## config.mk

```make
export PLATFORM = sky130hd
export DESIGN_NAME = store_queue_mp
export DESIGN_NICKNAME = d
export VERILOG_FILES = /design/src/rtl/lsu_pkg.sv /design/src/rtl/stq_oldest_select.sv /design/src/rtl/store_queue_mp.sv
export SDC_FILE = /design/constraint.sdc
export NUM_CORES = 2
export LEC_CHECK = 0
export CORE_MARGIN = 1
export CORE_UTILIZATION = 30
export CTS_CLUSTER_DIAMETER = 80
export DETAILED_ROUTE_END_ITERATION = 8
export SLEW_MARGIN = 10
export SYNTH_ARGS = -nofsm -noshare
export SYNTH_HDL_FRONTEND = slang
export SYNTH_HIERARCHICAL = 1
export SYNTH_SLANG_ARGS = --single-unit
export TNS_END_PERCENT = 100
```

## constraint.sdc

```tcl
create_clock -name clk -period 11.6 [get_ports clk]
set_clock_uncertainty 0.2 [all_clocks]
set_input_delay 1.74 -clock clk [delete_from_list [all_inputs] [get_ports clk]]
set_output_delay 1.74 -clock clk [all_outputs]
set_load 0.02 [all_outputs]
```

## src/rtl/lsu_pkg.sv

```systemverilog
// Shared LSU types and helpers: store-queue entry layout, access sizes,
// byte-enable generation and alignment checking.
package lsu_pkg;

   localparam int LSU_XLEN          = 32;
   localparam int LSU_ROB_TAG_WIDTH = 5;
   localparam int LSU_MASK_W        = LSU_XLEN / 8;
   localparam int LSU_OFF_W         = $clog2(LSU_MASK_W);

   typedef enum logic [1:0] {
      SZ_B = 2'b00,
      SZ_H = 2'b01,
      SZ_W = 2'b10,
      SZ_D = 2'b11
   } mem_size_e;

   typedef struct packed {
      logic                         valid;
      logic [LSU_XLEN-1:0]          addr;
      logic                         addr_valid;
      logic [LSU_XLEN-1:0]          data;
      logic                         data_valid;
      mem_size_e                    size;
      logic                         committed;
      logic                         executed;
      logic                         succeeded;
      logic [LSU_ROB_TAG_WIDTH-1:0] rob_tag;
   } stq_entry_t;

   // Bytes outside the word are dropped by the final truncation.
   function automatic logic [LSU_MASK_W-1:0] size_mask(input mem_size_e size,
                                                      input logic [LSU_OFF_W-1:0] off);
      return LSU_MASK_W'(((64'd1 << (7'd1 << size)) - 64'd1) << off);
   endfunction

   function automatic logic misaligned_chk(input mem_size_e size, input logic [2:0] addr);
      logic bad;
      case (size)
         SZ_B:    bad = 1'b0;
         SZ_H:    bad = addr[0];
         SZ_W:    bad = |addr[1:0];
         default: bad = |addr[2:0];
      endcase
      return bad;
   endfunction

endpackage

```

## src/rtl/stq_oldest_select.sv

```systemverilog
// Oldest-first selector over a circular buffer: rotate the request bits so
// head is bit 0, pick the lowest set bit, then rotate the index back.
module stq_oldest_select #(
   parameter int N  = 16,
   parameter int IW = 4
) (
   input  logic [N-1:0]  req,
   input  logic [IW-1:0] head,
   output logic [IW-1:0] idx,
   output logic          hit
);

   logic [N-1:0]  rot;
   logic [IW-1:0] enc;

   always_comb begin
      rot = '0;
      for (int i = 0; i < N; i++) begin
         rot[i] = req[head + IW'(i)];
      end
   end

   always_comb begin
      enc = '0;
      hit = 1'b0;
      for (int i = N - 1; i >= 0; i--) begin
         if (rot[i]) begin
            enc = IW'(i);
            hit = 1'b1;
         end
      end
   end

   assign idx = enc + head;

endmodule

```

## src/rtl/store_queue_mp.sv

```systemverilog
// Multi-port store queue: in-order allocation, tag-matched AGU/CDB/commit
// updates, oldest-first issue and in-order retire. STQ_CDB_BYPASS_EN enables
// same-cycle AGU/CDB capture on allocating lanes.
module store_queue_mp
   import lsu_pkg::*;
#(
   parameter int XLEN          = LSU_XLEN,
   parameter int ROB_TAG_WIDTH = LSU_ROB_TAG_WIDTH,
   parameter int STQ_SIZE      = 16,
   parameter int ALLOC_WIDTH   = 2,
   parameter int COMMIT_WIDTH  = 2
) (
   input  logic                                  clk,
   input  logic                                  reset,
   input  logic [ALLOC_WIDTH-1:0]                alloc_valid,
   input  logic [ALLOC_WIDTH*ROB_TAG_WIDTH-1:0]  alloc_rob_tag,
   input  logic [ALLOC_WIDTH*2-1:0]              alloc_size,
   input  logic [ALLOC_WIDTH*XLEN-1:0]           alloc_data,
   input  logic [ALLOC_WIDTH-1:0]                alloc_data_valid,
   output logic                                  alloc_ready,
   input  logic                                  agu_valid,
   input  logic [ROB_TAG_WIDTH-1:0]              agu_rob_tag,
   input  logic [XLEN-1:0]                       agu_address,
   input  logic                                  cdb_active,
   input  logic [ROB_TAG_WIDTH-1:0]              cdb_tag,
   input  logic [XLEN-1:0]                       cdb_data,
   input  logic [COMMIT_WIDTH-1:0]               commit_valid,
   input  logic [COMMIT_WIDTH*ROB_TAG_WIDTH-1:0] commit_tag,
   input  logic                                  flush,
   output logic                                  mem_req_valid,
   input  logic                                  mem_req_ready,
   output logic [XLEN-1:0]                       mem_req_addr,
   output logic [XLEN-1:0]                       mem_req_data,
   output logic [XLEN/8-1:0]                     mem_req_mask,
   output logic [$clog2(STQ_SIZE)-1:0]           mem_req_idx,
   input  logic                                  mem_resp_valid,
   input  logic [$clog2(STQ_SIZE)-1:0]           mem_resp_idx,
   output logic                                  misaligned,
   output logic [ROB_TAG_WIDTH-1:0]              misaligned_rob_tag,
   output logic [$clog2(STQ_SIZE)-1:0]           head,
   output logic [$clog2(STQ_SIZE)-1:0]           tail,
   output logic [$clog2(STQ_SIZE):0]             count,
   output logic                                  empty,
   output logic                                  full
);

   localparam int IW  = $clog2(STQ_SIZE);
   localparam int CW  = IW + 1;
   localparam int RTW = ROB_TAG_WIDTH;
   localparam int OW  = $clog2(XLEN / 8);

   stq_entry_t          ent   [STQ_SIZE];
   stq_entry_t          ent_n [STQ_SIZE];
   stq_entry_t          fresh;
   stq_entry_t          req_ent;

   logic [IW-1:0]       head_n, tail_n, slot;
   logic [CW-1:0]       count_n;
   logic                req_valid, req_valid_n;
   logic [IW-1:0]       req_idx, req_idx_n;
   logic                mis_q, mis_n;
   logic [RTW-1:0]      mis_tag_q, mis_tag_n;
   logic [STQ_SIZE-1:0] commit_hit, pending;
   logic [IW-1:0]       old_idx;
   logic                old_hit, cand_ok, req_fire, retire;
   logic [OW-1:0]       req_off;
   int                  nalloc, nkeep;

   assign alloc_ready = (count <= CW'(STQ_SIZE - ALLOC_WIDTH));
   assign empty       = (count == '0);
   assign full        = (count == CW'(STQ_SIZE));
   assign req_fire    = req_valid & mem_req_ready;
   assign retire      = ent[head].valid & ent[head].succeeded;

   always_comb begin
      commit_hit = '0;
      for (int i = 0; i < STQ_SIZE; i++) begin
         for (int l = 0; l < COMMIT_WIDTH; l++) begin
            if (ent[i].valid && commit_valid[l] && ent[i].rob_tag == commit_tag[l*RTW +: RTW])
               commit_hit[i] = 1'b1;
         end
      end
   end

   // The entry being handed off this cycle is treated as already executed.
   always_comb begin
      pending = '0;
      for (int i = 0; i < STQ_SIZE; i++) begin
         pending[i] = ent[i].valid & ~ent[i].executed & ~(req_fire && req_idx == IW'(i));
      end
   end

   stq_oldest_select #(.N(STQ_SIZE), .IW(IW)) u_oldest (
      .req  (pending),
      .head (head),
      .idx  (old_idx),
      .hit  (old_hit)
   );

   // Only the oldest unexecuted entry may issue, which enforces the
   // all-predecessors-executed rule without a separate scan.
   assign cand_ok = old_hit & ent[old_idx].committed & ent[old_idx].addr_valid
                    & ent[old_idx].data_valid;

   always_comb begin
      if (req_valid && !mem_req_ready) begin
         req_valid_n = 1'b1;
         req_idx_n   = req_idx;
      end else begin
         req_valid_n = cand_ok;
         req_idx_n   = old_idx;
      end
   end

   always_comb begin
      for (int i = 0; i < STQ_SIZE; i++) ent_n[i] = ent[i];
      fresh     = '0;
      slot      = tail;
      mis_n     = 1'b0;
      mis_tag_n = agu_rob_tag;
      nalloc    = 0;
      nkeep     = 0;

      for (int i = 0; i < STQ_SIZE; i++) begin
         if (ent[i].valid) begin
            if (agu_valid && ent[i].rob_tag == agu_rob_tag) begin
               ent_n[i].addr       = agu_address;
               ent_n[i].addr_valid = 1'b1;
               if (misaligned_chk(ent[i].size, agu_address[2:0])) mis_n = 1'b1;
            end
            if (cdb_active && ent[i].rob_tag == cdb_tag) begin
               ent_n[i].data       = cdb_data;
               ent_n[i].data_valid = 1'b1;
            end
            if (commit_hit[i]) ent_n[i].committed = 1'b1;
         end
      end

      if (req_fire) ent_n[req_idx].executed = 1'b1;
      if (mem_resp_valid && ent[mem_resp_idx].valid) ent_n[mem_resp_idx].succeeded = 1'b1;
      if (retire) ent_n[head] = '0;

      if (flush) begin
         for (int i = 0; i < STQ_SIZE; i++) begin
            if (!(ent[i].committed || commit_hit[i])) ent_n[i] = '0;
            else if (ent[i].valid) nkeep++;
         end
      end else if (alloc_ready) begin
         for (int l = 0; l < ALLOC_WIDTH; l++) begin
            if (alloc_valid[l]) begin
               slot             = tail + IW'(nalloc);
               fresh            = '0;
               fresh.valid      = 1'b1;
               fresh.rob_tag    = alloc_rob_tag[l*RTW +: RTW];
               fresh.size       = mem_size_e'(alloc_size[l*2 +: 2]);
               fresh.data       = alloc_data[l*XLEN +: XLEN];
               fresh.data_valid = alloc_data_valid[l];
`ifdef STQ_CDB_BYPASS_EN
               if (cdb_active && cdb_tag == fresh.rob_tag) begin
                  fresh.data       = cdb_data;
                  fresh.data_valid = 1'b1;
               end
               if (agu_valid && agu_rob_tag == fresh.rob_tag) begin
                  fresh.addr       = agu_address;
                  fresh.addr_valid = 1'b1;
                  if (misaligned_chk(fresh.size, agu_address[2:0])) mis_n = 1'b1;
               end
`endif
               ent_n[slot] = fresh;
               nalloc++;
            end
         end
      end

      head_n = head + IW'(retire);
      if (flush) begin
         tail_n  = head + IW'(nkeep);
         count_n = CW'(nkeep) - CW'(retire);
      end else begin
         tail_n  = tail + IW'(nalloc);
         count_n = count + CW'(nalloc) - CW'(retire);
      end
   end

   always_ff @(posedge clk) begin
      if (!reset) begin
         for (int i = 0; i < STQ_SIZE; i++) ent[i] <= '0;
         head      <= '0;
         tail      <= '0;
         count     <= '0;
         req_valid <= 1'b0;
         req_idx   <= '0;
         mis_q     <= 1'b0;
         mis_tag_q <= '0;
      end else begin
         for (int i = 0; i < STQ_SIZE; i++) ent[i] <= ent_n[i];
         head      <= head_n;
         tail      <= tail_n;
         count     <= count_n;
         req_valid <= req_valid_n;
         req_idx   <= req_idx_n;
         mis_q     <= mis_n;
         mis_tag_q <= mis_tag_n;
      end
   end

   assign req_ent            = ent[req_idx];
   assign req_off            = req_ent.addr[OW-1:0];
   assign mem_req_valid      = req_valid;
   assign mem_req_idx        = req_idx;
   assign mem_req_addr       = {req_ent.addr[XLEN-1:OW], {OW{1'b0}}};
   assign mem_req_mask       = size_mask(req_ent.size, req_off);
   assign mem_req_data       = req_ent.data << {req_off, 3'b000};
   assign misaligned         = mis_q;
   assign misaligned_rob_tag = mis_tag_q;

endmodule

```

After elaboration in Yosys (flattened, before gate mapping)
Memories as Yosys holds them, arrays and structs flattened. A register that Yosys moved wholly into a read port is not among the register bits.
Cells that the tools add are included.
- bits in writable memories: 1232
- memories: 1
- input port bits: 179
- register bits: 24
- word-level logic and storage cells: 828
- add/sub/neg operators: 40
- shift operators: 4
- reduce and logical (&&, ||, !) cells: 156
- bitwise logic cells: 92
- multiplexer cells: 389
- order comparisons: 27
- equality and inequality tests: 112
- memory list (memory ; depth ; width ; rd ports ; clocked after memory_dff ; wr ports ; RTL line ; text):
    ent ; 16 ; 77 ; 20 ; 2 ; 16 ; store_queue_mp.sv:52 ; stq_entry_t ent [STQ_SIZE];
- operators by type and width (cell ; count):
    2-to-1 mux 1232 bit ; 9
    bitwise mux 1232 bit ; 4
    2-to-1 mux 77 bit ; 35
    demux 77 bit (select 4 bit) ; 5
    AND 1232 bit ; 1
    NOT 1232 bit ; 1
    2-to-1 mux 33 bit ; 32
    2-to-1 mux 66 bit ; 16
    == test 5 bit ; 64
    2-to-1 mux 5 bit ; 52
    2-to-1 mux 1 bit ; 182
    logical AND 1 bit ; 119
    adder 5 x 2 -> 5 bit (second input constant) ; 16
    less-than comparator 4 x 5 -> 1 bit (second input constant) ; 16
    2-to-1 mux 4 bit ; 20
    binary-select mux 1 bit (select 4 bit) ; 16
    left shift 1 x 7 -> 64 bit (first input constant) ; 1
    left shift 64 x 2 -> 4 bit ; 1
    subtractor 64 x 1 -> 64 bit (second input constant) ; 1
    case mux 1 bit (3 select lines) ; 16
    AND 1 bit ; 37
    adder 4 bit (second input constant) ; 8
    == test 2 x 1 -> 1 bit (second input constant) ; 16
    == test 2 bit (second input constant) ; 16
    29 further kinds ; 136

Longest topological paths before layout
An unclocked memory read counts as a cell.
- depth after elaboration: 70
- depth in mapped cells: 55
- depth with buffers taken out: 54

Hierarchy
The synthesis kept the hierarchy.
- modules (own cells, without submodules) (module ; instances ; cells each ; area each (µm²) ; sequential area each (µm²)):
    store_queue_mp ; 1 ; 7827 ; 71150.7 ; 25224.2
    stq_oldest_select ; 1 ; 131 ; 1540.2 ; 0.0

Worst setup path before layout
OpenSTA, ideal clock, no wires.
- kind: input to register
- from: input commit_tag[4]
- to: register tail[3]
- setup slack: -0.170 ns
- arrival time: 11.438 ns
- buffers on the path: 2
- stages: 52
- setup time: 0.133 ns
- path through: buf_4 > xor2_1 > nor4_1 > a41oi_1 > and3_1 > a21o_1 > buf_2 > ha_1 > nand2_1 > o21ai_0 > ha_1 > inv_1 > nor2_1 > nor4b_1 > a211oi_1 > xnor2_1 > mux2_2 > ha_1 > (+16 left out) > a21oi_1 > ha_1 > xor2_1 > a221oi_1 > o22ai_1 > a31o_2 > ha_1 > mux2_2 > ha_1 > mux2_2 > nand2_1 > inv_1 > ha_1 > a21o_1 > a21oi_1 > xnor2_1 > xnor2_1 > a21oi_1
- longest elaborated chain between the ends: 69
- elaborated cells between the ends (all ways): 144
- those cells by class: 16 x add/sub; 16 x eq/ne; 80 x mux; 32 x reduce/logical
- ends and longest elaborated chain (element ; RTL line ; text):
    from (decl) ; store_queue_mp.sv:28 ; input logic [COMMIT_WIDTH*ROB_TAG_WIDTH-1:0] commit_tag,
    == test 5 bit ; store_queue_mp.sv:79 ; if (ent[i].valid && commit_valid[l] && ent[i].rob_tag == commit_tag[l*RTW +: RTW])
    logical AND 1 bit ; store_queue_mp.sv:79 ;
    2-to-1 mux 1 bit (2 in a row) ; store_queue_mp.sv:79 ;
    logical OR 1 bit ; store_queue_mp.sv:145 ; if (!(ent[i].committed || commit_hit[i])) ent_n[i] = '0;
    2-to-1 mux 1 bit ; store_queue_mp.sv:145 ;
    2-to-1 mux 5 bit ; store_queue_mp.sv:143 ; if (flush) begin
    adder 5 x 2 -> 5 bit ; store_queue_mp.sv:146 ; else if (ent[i].valid) nkeep++;
    2-to-1 mux 5 bit ; store_queue_mp.sv:146 ;
    (+52 left out) ; -- ;
    2-to-1 mux 5 bit ; store_queue_mp.sv:145 ;
    2-to-1 mux 5 bit ; store_queue_mp.sv:143 ;
    adder 5 x 2 -> 5 bit ; store_queue_mp.sv:146 ;
    2-to-1 mux 5 bit ; store_queue_mp.sv:146 ;
    2-to-1 mux 5 bit (*) ; store_queue_mp.sv:145 ;
    2-to-1 mux 5 bit (*) ; store_queue_mp.sv:143 ;
    adder 4 bit (*) ; store_queue_mp.sv:177 ; tail_n = head + IW'(nkeep);
    2-to-1 mux 4 bit (*) ; store_queue_mp.sv:176 ; if (flush) begin
    to (signal assigned) ; store_queue_mp.sv:198 ; tail <= tail_n;
    to (decl) ; store_queue_mp.sv:41 ; output logic [$clog2(STQ_SIZE)-1:0] tail,
Every way passes the cells marked *; elsewhere a longest branch is shown, timed or not. The select of a mux whose other input is x is not followed.
A chain may end at the register's enable or synchronous reset.

Worst setup path in the final report
- from: input commit_valid[1]
- to: register tail[3]
- longest elaborated chain between the ends: 68
- elaborated cells between the ends (all ways): 128
- those cells by class: 16 x add/sub; 64 x mux; 48 x reduce/logical
- ends and longest elaborated chain (element ; RTL line ; text):
    from (decl) ; store_queue_mp.sv:27 ; input logic [COMMIT_WIDTH-1:0] commit_valid,
    logical AND 1 bit (2 in a row) ; store_queue_mp.sv:79 ;
    2-to-1 mux 1 bit ; store_queue_mp.sv:79 ;
    logical OR 1 bit ; store_queue_mp.sv:145 ;
    2-to-1 mux 1 bit ; store_queue_mp.sv:145 ;
    2-to-1 mux 5 bit ; store_queue_mp.sv:143 ;
    adder 5 x 2 -> 5 bit ; store_queue_mp.sv:146 ;
    2-to-1 mux 5 bit ; store_queue_mp.sv:146 ;
    2-to-1 mux 5 bit ; store_queue_mp.sv:145 ;
    (+51 left out) ; -- ;
    2-to-1 mux 5 bit ; store_queue_mp.sv:145 ;
    2-to-1 mux 5 bit ; store_queue_mp.sv:143 ;
    adder 5 x 2 -> 5 bit ; store_queue_mp.sv:146 ;
    2-to-1 mux 5 bit ; store_queue_mp.sv:146 ;
    2-to-1 mux 5 bit (*) ; store_queue_mp.sv:145 ;
    2-to-1 mux 5 bit (*) ; store_queue_mp.sv:143 ;
    adder 4 bit (*) ; store_queue_mp.sv:177 ;
    2-to-1 mux 4 bit (*) ; store_queue_mp.sv:176 ;
Marked as above.

==> results.yml <==
flow_run:
  drv_cap: 0
detailed_routing:
  drt_iter0_markers: 8470
  via_count: 66662
  routed_wl_mm: 318
  routedWlPerCell_um: 29.0
  avgViaCountPerCell: 6.08
  firstDrtPassIters: 7
  drc: 0
  drt.antenna.violating_nets: 0
place:
  dp_hpwl_mm: 178
  finalWeightedCongestion: 0.925
  port_buffers: 271
  dp_cells: 10678
  place_area_um2: 77800
  dpl_worst_slack_ps: -739
grt:
  grt.overflow.total: 0
  grt_max_degree: 139
  grt_util_all_layers_pct: 25.1
  grt_pass1_vias: 62975
  grt_pass1_wl_mm: 453
  antenna_found_initial: 54
sta:
  max_freq_mhz: 89.9
  tightest_slew_ps: 1330
  timing.final.crit_share_pct: 95.8
  max_slew_margin_pct: 10.2
  hold_viol_final: 0
  drv_slew: 0
  setup_viol: 0
  finalCriticalPeriod_ps: 11120
  fin_ws_ps: 483
  whs_ps: 249
die:
  die_w_um: 494
  core_area_um2: 241000
  initial_core_util_pct: 30.2
  rows: 180
  io_pins: 274
  die_h_um: 494
  die_area_um2: 244000
critical_path:
  startpoint_type: "input port"
  critPathArrivalTime_ps: 11570
  crit_path_max_fanout: 3
  path_delay_family: "compound AO/OA/AOI/OAI gates"
  critical_path.max_stage_delay_ps: 530
  path_buf_inv: 6
  crit_slowest_cell: "or4_1"
  r2r_slack_ps: 1290
  crit_type: "in -> reg"
  crit_path_frequent_cell: "ha_1"
  worstPathRequired_ps: 12060
  endpoint_kind: "register"
synthesis:
  yosysWarnings: 6
  syn_area_um2: 72700
  seq_area_frac_synth_pct: 34.7
  syn_area_per_cell_um2: 9.13
  synthArstFlopShare_pct: 0
  synth_edf_count: 0
  syn_inst: 7958
  synth_cell_types: 98
  synth-seq-cells: 1260
  synth_flop_cell: "dfxtp_1"
final_layout:
  final_nets: 7871
  fin_cells: 10966
  stdcell_area_um2: 82800
  layout-drive-gt1-share_pct: 12.2
  register_area_um2: 25200
  nFillCells: 24080
  multi_input_area_um2: 43700
  area_delta_synth_final_pct: 13.9
cts:
  cts.sinks: 1260
  cts_buffer_depth: 3
  clkTransAtPathRegs_ps: 50
  clock_latency_ps: 810
  htree_levels: 4
  tritoncts: "yes"
  cts_root_buf: "clkbuf_16"
  cts-hold-fix-buffers: 0
  numCtsBuffers: 142
power_and_ir_drop:
  power.density_nw_per_um2: 121
  power_uw: 10100
  ir_worst_vdd_v: 0.000167
  p_leak_uw: 0.0337
run_status:
  run_status: "complete, no violations"
worst_hold_path:
  hold_class: "reg -> reg"
==> synth_stat cells, drive strengths merged (18+ instances only) <==
master	n	area share [%]
xnor2	161	2.1
nor4	54	0.48
a31oi	37	0.32
xor2	229	2.8
a21oi	718	4.9
mux2	22	0.34
inv	138	0.71
mux2i	1114	15
and3	50	0.43
nand2b	18	0.17
nand3	72	0.50
and2	232	2.0
nand4	61	0.52
mux4	362	11
clkbuf	768	4.0
o21ai	70	0.48
dfxtp	1260	35
ha	45	0.77
nor3	530	3.6
buf	189	1.1
o22ai	619	5.3
nor2	682	3.5
nand2	245	1.3
nor2b	88	0.76
==> cells by family after synthesis <==
group | synth area share [%]
and+or+nand+nor | 13.8
AOI/OAI and AO/OA | 12.7
muxes | 26.9
DFF | 34.7
buffers and inverters | 5.83
xor gates and xnor gates | 5.09
adders and majority gates | 0.912
other | 0.00516
==> cell usage in the layout, fill, tap and decap left out, drive strengths merged, types with 50 or more instances in the layout <==
| cell | synthesis | final |
|---|---|---|
| nor2b | 88 | 88 |
| and2 | 232 | 232 |
| o22ai | 619 | 619 |
| nor4 | 54 | 54 |
| inv | 138 | 146 |
| and3 | 50 | 50 |
| nand3 | 72 | 72 |
| nand2 | 245 | 245 |
| dfxtp | 1260 | 1260 |
| clkdlybuf4s50 | 0 | 256 |
| mux2i | 1114 | 1114 |
| xor2 | 229 | 229 |
| o21ai | 70 | 70 |
| nor3 | 530 | 530 |
| a21oi | 718 | 718 |
| xnor2 | 161 | 161 |
| nand4 | 61 | 61 |
| buf | 189 | 230 |
| clkbuf | 768 | 212 |
| nor2 | 682 | 682 |
| mux4 | 362 | 362 |
==> registers in the layout (all words and copies together) (netlist names), named ones only <==
register and flops:
count 5, misaligned 1, misaligned_rob_tag 5, mem_req_valid 1, mem_req_idx 4, head 4
tail 4, ent 1232
==> report_power, final <==
group	internal (uW)	switching, uW	leakage (uW)
combinational	264	703	0.0212
sequential	4350	25.9	0.0102
clock	2720	1990	0.00235
total	7340	2720	0.0337
==> worst register-to-register path, delay by kind of cell (launching register included) <==
family          cells  cell delay, ps
mux                 2             550
buf+inv             5             440
fa+ha+maj          10            2590
simple gates       12            2020
xor+xnor            6            1040
compound gates     16            2870
flops               1             470
==> metal layers <==
| metal | global-route usage [%] | part of all wire, % |
|---|---|---|
| met5 | 0 | 0.12 |
| met1 | 32.4 | 39 |
| met3 | 8.05 | 13 |
| met4 | 13.7 | 6.1 |
| met2 | 36.9 | 42 |
==> metrics by stage <==
stage          setup TNS [ps]  util [%]
2_1_floorplan               0         -
3_3_place_gp            -2980      32.3
3_5_place_dp            -3200      32.3
4_1_cts                     0      34.3
5_1_grt                 -12.0      34.4
6_report                    0      34.4
==> worst paths after layout <==
path,from,to,cells past startpoint
setup / recovery,commit_valid[1],tail[3],51
hold / removal,ent[5][43],ent[5][43],2
setup reg to reg,ent[0][4],tail[3],51
hold reg to reg,ent[5][43],ent[5][43],2
==> area by class of cell <==
type | instances | area share, %
inverter | 140 | 0.635
antenna | 27 | 0.0816
clock buffer | 211 | 5.08
timing repair buffer | 497 | 5.40
clock inverter | 44 | 0.692
sequential | 1260 | 30.5
tap | 3185 | 4.81
multi-input combinational | 5602 | 52.8
==> what timing repair did <==
item	4_1_cts	5_1_grt
endpoints found under the setup margin	0	7
gates resized for setup	0	23
buffers inserted	0	6
Power figures use the tool's default switching activity.
